### src/rtl/cpu_pkg.sv
// Shared definitions for the accumulator CPU control path.
// Holds the FSM state enum, opcode and alu_op encodings, the strobe bundle
// driven by the control unit, and small opcode decode helpers.
package cpu_pkg;

  localparam int unsigned INSTR_W    = 8;
  localparam int unsigned OPC_W      = 4;
  localparam int unsigned ALU_OP_W   = 3;
  localparam int unsigned WAIT_CNT_W = 4;

  typedef enum logic [2:0] {
    RESET   = 3'd0,
    FETCH   = 3'd1,
    DECODE  = 3'd2,
    EXECUTE = 3'd3,
    MEMWAIT = 3'd4,
    HALT    = 3'd5,
    FAULT   = 3'd6
  } state_e;

  // Opcodes live in instr[7:4]; unlisted values behave as NOP.
  localparam logic [OPC_W-1:0] OPC_NOP = 4'h0;
  localparam logic [OPC_W-1:0] OPC_LDI = 4'h1;
  localparam logic [OPC_W-1:0] OPC_ADD = 4'h2;
  localparam logic [OPC_W-1:0] OPC_SUB = 4'h3;
  localparam logic [OPC_W-1:0] OPC_AND = 4'h4;
  localparam logic [OPC_W-1:0] OPC_OR  = 4'h5;
  localparam logic [OPC_W-1:0] OPC_XOR = 4'h6;
  localparam logic [OPC_W-1:0] OPC_LD  = 4'h7;
  localparam logic [OPC_W-1:0] OPC_ST  = 4'h8;
  localparam logic [OPC_W-1:0] OPC_JMP = 4'h9;
  localparam logic [OPC_W-1:0] OPC_JZ  = 4'hA;
  localparam logic [OPC_W-1:0] OPC_JC  = 4'hB;
  localparam logic [OPC_W-1:0] OPC_HLT = 4'hF;

  localparam logic [ALU_OP_W-1:0] ALU_PASS = 3'b000;
  localparam logic [ALU_OP_W-1:0] ALU_ADD  = 3'b001;
  localparam logic [ALU_OP_W-1:0] ALU_SUB  = 3'b010;
  localparam logic [ALU_OP_W-1:0] ALU_AND  = 3'b011;
  localparam logic [ALU_OP_W-1:0] ALU_OR   = 3'b100;
  localparam logic [ALU_OP_W-1:0] ALU_XOR  = 3'b101;
  localparam logic [ALU_OP_W-1:0] ALU_MEM  = 3'b110;

  // Strobe bundle produced each cycle by the control FSM.
  typedef struct packed {
    logic                set_pc;
    logic                pc_inc;
    logic                pc_load;
    logic                ir_load;
    logic                mem_rd;
    logic                mem_wr;
    logic [ALU_OP_W-1:0] alu_op;
    logic                acc_we;
    logic                halted;
    logic                fault;
  } ctrl_out_t;

  // True for the register-to-accumulator ALU opcodes (LDI..XOR).
  function automatic logic is_alu_opc(input logic [OPC_W-1:0] opc);
    return (opc >= OPC_LDI) && (opc <= OPC_XOR);
  endfunction

  // ALU operation select for the ALU opcodes; PASS for anything else.
  function automatic logic [ALU_OP_W-1:0] alu_op_of(input logic [OPC_W-1:0] opc);
    logic [ALU_OP_W-1:0] op;
    op = ALU_PASS;
    case (opc)
      OPC_LDI: op = ALU_PASS;
      OPC_ADD: op = ALU_ADD;
      OPC_SUB: op = ALU_SUB;
      OPC_AND: op = ALU_AND;
      OPC_OR:  op = ALU_OR;
      OPC_XOR: op = ALU_XOR;
      default: op = ALU_PASS;
    endcase
    return op;
  endfunction

endpackage

### src/rtl/ctrl_timeout.sv
// Memory-request wait counter for the control unit.
// Ports:
//   clk     - system clock
//   rst     - synchronous active-high reset (clears the count)
//   clr     - clear the count this edge (mem_ready seen or FSM state change)
//   en      - a request strobe is up and mem_ready is low this cycle
//   expired - this cycle's unanswered request brings the count to MEM_TIMEOUT
module ctrl_timeout
  import cpu_pkg::*;
#(
  parameter int unsigned MEM_TIMEOUT = 8
) (
  input  logic clk,
  input  logic rst,
  input  logic clr,
  input  logic en,
  output logic expired
);

  logic [WAIT_CNT_W-1:0] cnt_q, cnt_d;

  // Looks one increment ahead so the FSM leaves on the MEM_TIMEOUT-th
  // unanswered cycle rather than one cycle later. Independent of clr so the
  // FSM can derive clr from its next state without a combinational loop.
  assign expired = en && ((32'(cnt_q) + 32'd1) >= MEM_TIMEOUT);

  // Clear wins over count; the count saturates instead of wrapping.
  always_comb begin
    cnt_d = cnt_q;
    if (clr) begin
      cnt_d = '0;
    end else if (en && (cnt_q != '1)) begin
      cnt_d = cnt_q + WAIT_CNT_W'(1);
    end
  end

  always_ff @(posedge clk) begin
    if (rst) begin
      cnt_q <= '0;
    end else begin
      cnt_q <= cnt_d;
    end
  end

endmodule

### src/rtl/control_unit.sv
// Control FSM for a small accumulator CPU: fetch / decode / execute with a
// memory handshake, a request timeout that faults, and sticky HALT/FAULT.
// Config macro: CTRL_BRANCH_EN enables JZ/JC; without it opcodes A/B are NOP
// and zero/carry are ignored.
// Ports:
//   clk, rst           - clock, synchronous active-high reset
//   instr[7:0]         - instruction from memory ([7:4] opcode, [3:0] operand)
//   zero, carry        - ALU flags, used in EXECUTE for conditional jumps
//   mem_ready          - memory acknowledge (only looked at in FETCH/MEMWAIT)
//   set_pc             - force PC to zero
//   pc_inc, pc_load    - PC increment / load from operand
//   ir_load            - capture instr into the instruction register
//   mem_rd, mem_wr     - memory request strobes
//   alu_op[2:0]        - ALU operation select
//   acc_we             - accumulator write enable
//   halted, fault      - sticky status, cleared only by rst
// Strobes are decoded from the state register and, for handshake
// completion, from mem_ready in the same cycle, so a zero-wait access costs
// a single cycle.
module control_unit
  import cpu_pkg::*;
#(
  parameter int unsigned MEM_TIMEOUT = 8
) (
  input  logic       clk,
  input  logic       rst,
  input  logic [7:0] instr,
  input  logic       zero,
  input  logic       carry,
  input  logic       mem_ready,
  output logic       set_pc,
  output logic       pc_inc,
  output logic       pc_load,
  output logic       ir_load,
  output logic       mem_rd,
  output logic       mem_wr,
  output logic [2:0] alu_op,
  output logic       acc_we,
  output logic       halted,
  output logic       fault
);

  state_e           state_q, state_d;
  logic [OPC_W-1:0] opc_q, opc_d;
  ctrl_out_t        out_c;
  logic             branch_taken;
  logic             tmo_clr, tmo_en, tmo_expired;

  // Operand bits go straight to the datapath; only the opcode is kept here.
  logic [3:0] unused_operand;
  assign unused_operand = instr[3:0];

`ifdef CTRL_BRANCH_EN
  // JMP always loads; JZ/JC load only when their flag is set.
  always_comb begin
    branch_taken = 1'b0;
    case (opc_q)
      OPC_JMP: branch_taken = 1'b1;
      OPC_JZ:  branch_taken = zero;
      OPC_JC:  branch_taken = carry;
      default: branch_taken = 1'b0;
    endcase
  end
`else
  assign branch_taken = (opc_q == OPC_JMP);

  logic unused_flags;
  assign unused_flags = zero ^ carry;
`endif

  // Counts only in request states while the acknowledge is missing.
  assign tmo_en  = ((state_q == FETCH) || (state_q == MEMWAIT)) && !mem_ready;
  assign tmo_clr = mem_ready || (state_d != state_q);

  ctrl_timeout #(
    .MEM_TIMEOUT(MEM_TIMEOUT)
  ) u_timeout (
    .clk    (clk),
    .rst    (rst),
    .clr    (tmo_clr),
    .en     (tmo_en),
    .expired(tmo_expired)
  );

  // Next-state and strobe decode.
  always_comb begin
    state_d = state_q;
    opc_d   = opc_q;
    out_c   = '0;

    unique case (state_q)
      RESET: begin
        out_c.set_pc = 1'b1;
        state_d      = FETCH;
      end

      FETCH: begin
        out_c.mem_rd = 1'b1;
        if (mem_ready) begin
          out_c.ir_load = 1'b1;
          out_c.pc_inc  = 1'b1;
          opc_d         = instr[7:4];
          state_d       = DECODE;
        end else if (tmo_expired) begin
          state_d = FAULT;
        end
      end

      DECODE: begin
        state_d = EXECUTE;
      end

      EXECUTE: begin
        state_d = FETCH;
        if (is_alu_opc(opc_q)) begin
          out_c.acc_we = 1'b1;
          out_c.alu_op = alu_op_of(opc_q);
        end else if ((opc_q == OPC_LD) || (opc_q == OPC_ST)) begin
          state_d = MEMWAIT;
        end else if (opc_q == OPC_HLT) begin
          state_d = HALT;
        end else begin
          // Jumps, disabled branches and NOP-class opcodes land here.
          out_c.pc_load = branch_taken;
        end
      end

      MEMWAIT: begin
        if (opc_q == OPC_LD) begin
          out_c.mem_rd = 1'b1;
        end else begin
          out_c.mem_wr = 1'b1;
        end
        if (mem_ready) begin
          if (opc_q == OPC_LD) begin
            out_c.acc_we = 1'b1;
            out_c.alu_op = ALU_MEM;
          end
          state_d = FETCH;
        end else if (tmo_expired) begin
          state_d = FAULT;
        end
      end

      HALT: begin
        out_c.halted = 1'b1;
      end

      FAULT: begin
        out_c.fault = 1'b1;
      end

      default: begin
        state_d = RESET;
      end
    endcase

    // Reset silences every strobe immediately, even mid-handshake.
    if (rst) begin
      out_c = '0;
    end
  end

  always_ff @(posedge clk) begin
    if (rst) begin
      state_q <= RESET;
      opc_q   <= OPC_NOP;
    end else begin
      state_q <= state_d;
      opc_q   <= opc_d;
    end
  end

  assign set_pc  = out_c.set_pc;
  assign pc_inc  = out_c.pc_inc;
  assign pc_load = out_c.pc_load;
  assign ir_load = out_c.ir_load;
  assign mem_rd  = out_c.mem_rd;
  assign mem_wr  = out_c.mem_wr;
  assign alu_op  = out_c.alu_op;
  assign acc_we  = out_c.acc_we;
  assign halted  = out_c.halted;
  assign fault   = out_c.fault;

endmodule

### config.mk
export PLATFORM = sky130hd
export DESIGN_NAME = control_unit
export DESIGN_NICKNAME = d
export VERILOG_FILES = /design/src/rtl/cpu_pkg.sv /design/src/rtl/ctrl_timeout.sv /design/src/rtl/control_unit.sv
export SDC_FILE = /design/constraint.sdc
export NUM_CORES = 1
export LEC_CHECK = 0
export BUFFER_PORTS_ARGS = -buffer_cell sky130_fd_sc_hd__buf_2
export CORE_MARGIN = 2
export CORE_UTILIZATION = 25
export CTS_CLUSTER_SIZE = 30
export DETAILED_ROUTE_END_ITERATION = 12
export GPL_ROUTABILITY_DRIVEN = 0
export PLACE_DENSITY = 0.51
export SYNTH_ARGS = -nofsm -noshare
export SYNTH_HDL_FRONTEND = slang
export SYNTH_SLANG_ARGS = --single-unit
### constraint.sdc
create_clock -name clk -period 1.68 [get_ports clk]
set_input_delay 0.168 -clock clk [delete_from_list [all_inputs] [get_ports clk]]
set_output_delay 0.168 -clock clk [all_outputs]
set_load 0.05 [all_outputs]
== After elaboration in Yosys (flattened, before gate mapping) ==
Cells that the tools add are included.
Widths: inputs -> output; s select.

* Register bits after elaboration: 11
* Bits of input ports: 13
* Logic and storage cells: 63
* Output and inout bits: 12

* Muxes and demuxes: 26
* Equal/unequal tests: 17
* Reductions and logical operators: 12
* Add/sub/neg operators: 2
* $lt $le $gt $ge: 3

{| class="wikitable"
|+ Operator list
! operator !! count
|-
| $ge 32x4->1 const B || 1
|-
| $mux 3 || 6
|-
| $pmux 3 s6 || 1
|-
| $eq 4x3->1 const B || 4
|-
| $pmux 3 s5 || 1
|-
| $eq 4x4->1 const B || 3
|-
| $mux 1 || 12
|-
| $mux 12 || 1
|-
| $mux 4 || 3
|-
| $eq 3x3->1 const B || 3
|-
| $eq 4x2->1 const B || 2
|-
| $pmux 4 s2 || 1
|-
| $eq 3x2->1 const B || 2
|-
| $add 4x1->5 const B || 1
|-
| $add 4x1->4 const B || 1
|-
| $ge 4x1->1 const B || 1
|-
| $le 4x3->1 const B || 1
|-
| $logic_and 1x1->1 || 4
|-
| $ne 4x4->1 const B || 1
|-
| $reduce_or 2->1 || 2
|-
| $eq 3x1->1 const B || 1
|-
| $logic_not 3->1 || 1
|-
| $logic_or 1x1->1 || 3
|-
| $ne 3x3->1 || 1
|-
| 3 further kinds || 3
|}

== Logic depth before layout (Yosys ltp) ==
* Depth after elaboration: 10
* Gate-level depth with buffers: 5
* Mapped depth without buffers: 5

== Cells and area by module ==
A second synthesis with hierarchy kept.

* Cells, all modules: 113
* Area total of the unflattened synthesis: 933.4 um^2

{| class="wikitable"
|+ Modules (own cells, without submodules)
! module !! times used !! area each (um^2) !! seq. area each (um^2) !! cells an instance
|-
| control_unit || 1 || 690.7 || 140.1 || 86
|-
| ctrl_timeout || 1 || 242.7 || 80.1 || 27
|}

== Worst setup path before layout ==
No wires, ideal clock.

* Kind: reg2out
* Start point: register state_q[1]
* End point: output alu_op[0]
* Stages on the path, launching flop included: 5
* Buffers on the path: 1
* Slack: -925 ps
* Data arrival time: 2437 ps
* Required time: 1512 ps
* Cells stage by stage: dfxtp_1 > buf_2 > nand2_1 > nor3_2 > nor4b_1

* Longest elaborated chain between the ends: 3
* Elaborated cells on any way between the ends: 4
* Those cells by class: 2 x eq/ne; 2 x mux

{| class="wikitable"
|+ Ends and longest elaborated chain
! element !! line !! RTL
|-
| from (decl) || control_unit.sv:43 || <nowiki>state_e state_q, state_d;</nowiki>
|-
| from (signal assigned) || control_unit.sv:169 || <nowiki>state_q <= state_d;</nowiki>
|-
| $eq 3x3->1 / $eq 3x2->1 (equally long branches) || control_unit.sv:91 || <nowiki>unique case (state_q)</nowiki>
|-
| $pmux 4 s2 * || control_unit.sv:91 ||
|-
| $mux 12 * || control_unit.sv:159 || <nowiki>if (rst) begin</nowiki>
|-
| to (decl) || control_unit.sv:37 || <nowiki>output logic [2:0] alu_op,</nowiki>
|}

Mark *: on every way between the ends. The rest lies on a longest branch, timed or not.

== Worst setup path in the final report ==
* Start point: register opc_q[2]
* End point: output mem_wr

* Longest elaborated chain between the ends: 4

{| class="wikitable"
|+ Ends and longest elaborated chain
! element !! line !! RTL
|-
| from (decl) || control_unit.sv:44 || <nowiki>logic [OPC_W-1:0] opc_q, opc_d;</nowiki>
|-
| from (signal assigned) || control_unit.sv:170 || <nowiki>opc_q <= opc_d;</nowiki>
|-
| $eq 4x3->1 || control_unit.sv:129 || <nowiki>if (opc_q == OPC_LD) begin</nowiki>
|-
| $mux 1 || control_unit.sv:129 ||
|-
| $mux 1 || control_unit.sv:91 ||
|-
| $mux 12 || control_unit.sv:159 ||
|-
| to (decl) || control_unit.sv:36 || <nowiki>output logic mem_wr,</nowiki>
|}

Every way passes these cells.

==> results.cfg <==
[clock_network]
clock_path_buffers = 2
cts_max_level = 1
clkTransAtPathRegs_ns = 0.07
clk_root_buffer_cell = clkbuf_4
cts_tree = done
clock_latency_ns = 0.27
cts-buffers-inserted = 3
cts.sinks = 11

[global_routing]
grt_use_total_pct = 12.0
antenna_found_initial = 0
grt.overflow.total = 0
grt_pass1_wl_um = 3350
grt_max_degree = 17
grt_pass1_vias = 766

[worst_setup_path]
endpoint = mem_wr
reg2reg_to = u_timeout.cnt_q[1]
crit_type = reg -> out
reg2reg_depth = 6
max_stage_delay_ns = 0.32
worstPathArrival_ns = 1.45
critPathLaunch = opc_q[2]
worstSetupStartpointType = flip-flop
critPathSlowestCell = dfxtp_2
rrSetupSlack_ns = 0.08
r2r-start = u_timeout.cnt_q[0]
critPathMaxFanout = 4
crit_path_end_kind = output port
cp.required_ns = 1.51
path_cells = and3_4 -> and2b_2 -> nor4_2 -> buf_4

[sta]
fmax_mhz = 619
hold_slack_ns = 0.128
rsz0062_at_grt = yes
setup_viol = 0
tightest_slew_ns = 0.333
final_max_slew_viol_count = 0
clock_skew_ns = 0.00741
fin_crit_sh_pct = 96.2
finalCriticalPeriod_ns = 1.62
tns_ns = 0
slew_headroom_pct = 77.8
finalHoldViolations = 0

[synth]
syn_avg_cell_area_um2 = 7.34
synth_fp_nets = 128
synth_warnings = 0
synthCells = 113
synth.area.top_cells = dfxtp_1 27%, a21oi_1 7.2%, nand2_1 6.8%, nor2_1 5.4%, nand2b_1 4.5%
synth_top_flop_cell = dfxtp_1
netlist_area_um2 = 830
synth_cell_types = 36
synth_edf_count = 0
netlist_top_cells_count = 15 x nand2_1, 12 x a21oi_1, 12 x nor2_1
yosysTopAreaCellShare_pct = 26.5
yosysSeqAreaShare_pct = 26.5
async_reset_ff_share_pct = 0
synth_seq_cells = 11
yosysTopAreaCell = dfxtp_1
yosysMostFrequentCell = nand2_1

[routing]
first_pass_iters = 5
vias = 879
first_iter_violations = 26
wl_per_cell_um = 11.5
drc = 0
totalWireLength_um = 2110
drtAntennaViolNets = 0
viasPerCell = 4.78

[floorplanning]
rows = 20
io_pins = 25
core_area_um2 = 3100
dieArea_um2 = 3800
die_w_um = 61.6
start_util_pct = 26.7
die_h_um = 61.6

[place]
placed_cells = 176
port_buffers = 18
dp_hpwl_um = 1560

[min_path]
hp-class = in -> reg
holdPathStages = 3

[finish]
layout-drive-gt1-share_pct = 45.7
antenna_cells = 0
area_growth_pct = 43.4
fin_util_pct = 38.3
fin_cells = 184
nNetsFinal = 156

[power_and_ir_drop]
p_leak_nw = 0.458
power_density_nw_per_um2 = 572
ir_drop_mv = 0.278

[job]
max-cap-violations = 0

[outcome]
status = finished, final reports clean
## cell usage in the layout (no fill, tap or decap), types with 2 or more instances in the layout
| master | synthesis | routed |
|---|---|---|
| and3_4 | 1 | 2 |
| nor3_2 | 2 | 3 |
| nand2b_1 | 6 | 6 |
| nand3_1 | 5 | 4 |
| dfxtp_1 | 11 | 4 |
| a21oi_1 | 12 | 9 |
| nand2_1 | 15 | 15 |
| xor2_1 | 3 | 3 |
| buf_4 | 2 | 17 |
| and2b_2 | 0 | 2 |
| a21oi_2 | 1 | 3 |
| nor2_1 | 12 | 10 |
| mux2i_1 | 2 | 2 |
| a31oi_1 | 3 | 3 |
| o21ai_0 | 3 | 3 |
| nor4_2 | 0 | 2 |
| inv_1 | 2 | 2 |
| nor2_2 | 0 | 2 |
| nor4b_2 | 1 | 2 |
| buf_2 | 4 | 10 |
| buf_6 | 0 | 3 |
| clkbuf_4 | 0 | 4 |
| dfxtp_2 | 0 | 5 |
| dfxtp_4 | 0 | 2 |
| o21ai_1 | 2 | 2 |
## cells by family (layout without fill, tap and decap cells)
kind of cell    after synthesis  after routing  share of synthesized area, %
compound gates               27             27                          20.2
xor+xnor                      3              3                          3.17
fa+ha+maj                     2              2                          3.02
buf+inv                      10             37                          6.03
flops                        11             11                          26.5
mux                           2              2                          2.41
simple gates                 58             58                          38.6
## worst max-delay path, delay by kind of cell (launching register included)
kind,cells,cell delay (ns)
buffers and inverters,1,0.23
flip-flops,1,0.32
AND/OR/NAND/NOR,3,0.62
## timing repair
action,in CTS,in global routing
endpoints found under the setup margin,9,12
pin swaps,0,5
setup buffers,0,4
resized for setup,10,25
hold buffers,0,0
## worst min path at each step
stage | endpoint | from | slack, ns
6_report | opc_q[0] | instr[4] | 0.13
5_1_grt | opc_q[0] | instr[4] | 0.14
4_1_cts | opc_q[0] | instr[4] | 0.13
3_5_place_dp | opc_q[0] | instr[4] | 0.41
3_3_place_gp | opc_q[1] | instr[5] | 0.41
2_1_floorplan | opc_q[1] | instr[5] | 0.30
## sequential cells by signal, summed over array words and instances, names as in the netlist
signal           flops
u_timeout.cnt_q      4
opc_q                4
state_q              3
## layer usage
layer	up-vias	global-route usage (%)	wire length, µm
met5	-	0	0
met4	0	0.912	0
met3	0	5.04	95
met2	16	20.5	1110
met1	412	14.6	912
li1	451	-	-
## layout make-up
cell class                 count  area, µm²
clock buffer                   4       26.3
multi-input combinational     92        648
inverter                       2       7.51
timing repair buffer          31        219
tap                           44       55.1
fill                         347       1910
sequential                    11        234
## report_power, final
group	switching (mW)	leakage [nW]	internal (mW)	total, mW
sequential	0.0177	0.0931	0.274	0.291
combinational	0.122	0.350	0.0816	0.204
clock	0.0938	0.0150	0.0919	0.186
total	0.234	0.458	0.447	0.681
## metrics by stage
| stage | setup slack [ns] | cell area, µm² | power [mW] |
|---|---|---|---|
| final | 0.0638 | 1190 | 0.681 |
| after detailed placement | 0.0712 | 1040 | 0.490 |
| after global routing | -0.0243 | 1190 | 0.722 |
| after CTS | 0.0122 | 1100 | 0.682 |
| after floorplan | -0.257 | 870 | 0.433 |
| after global placement | 0.0978 | 1040 | 0.488 |
Note: power is estimated with default switching activity, not from simulation.
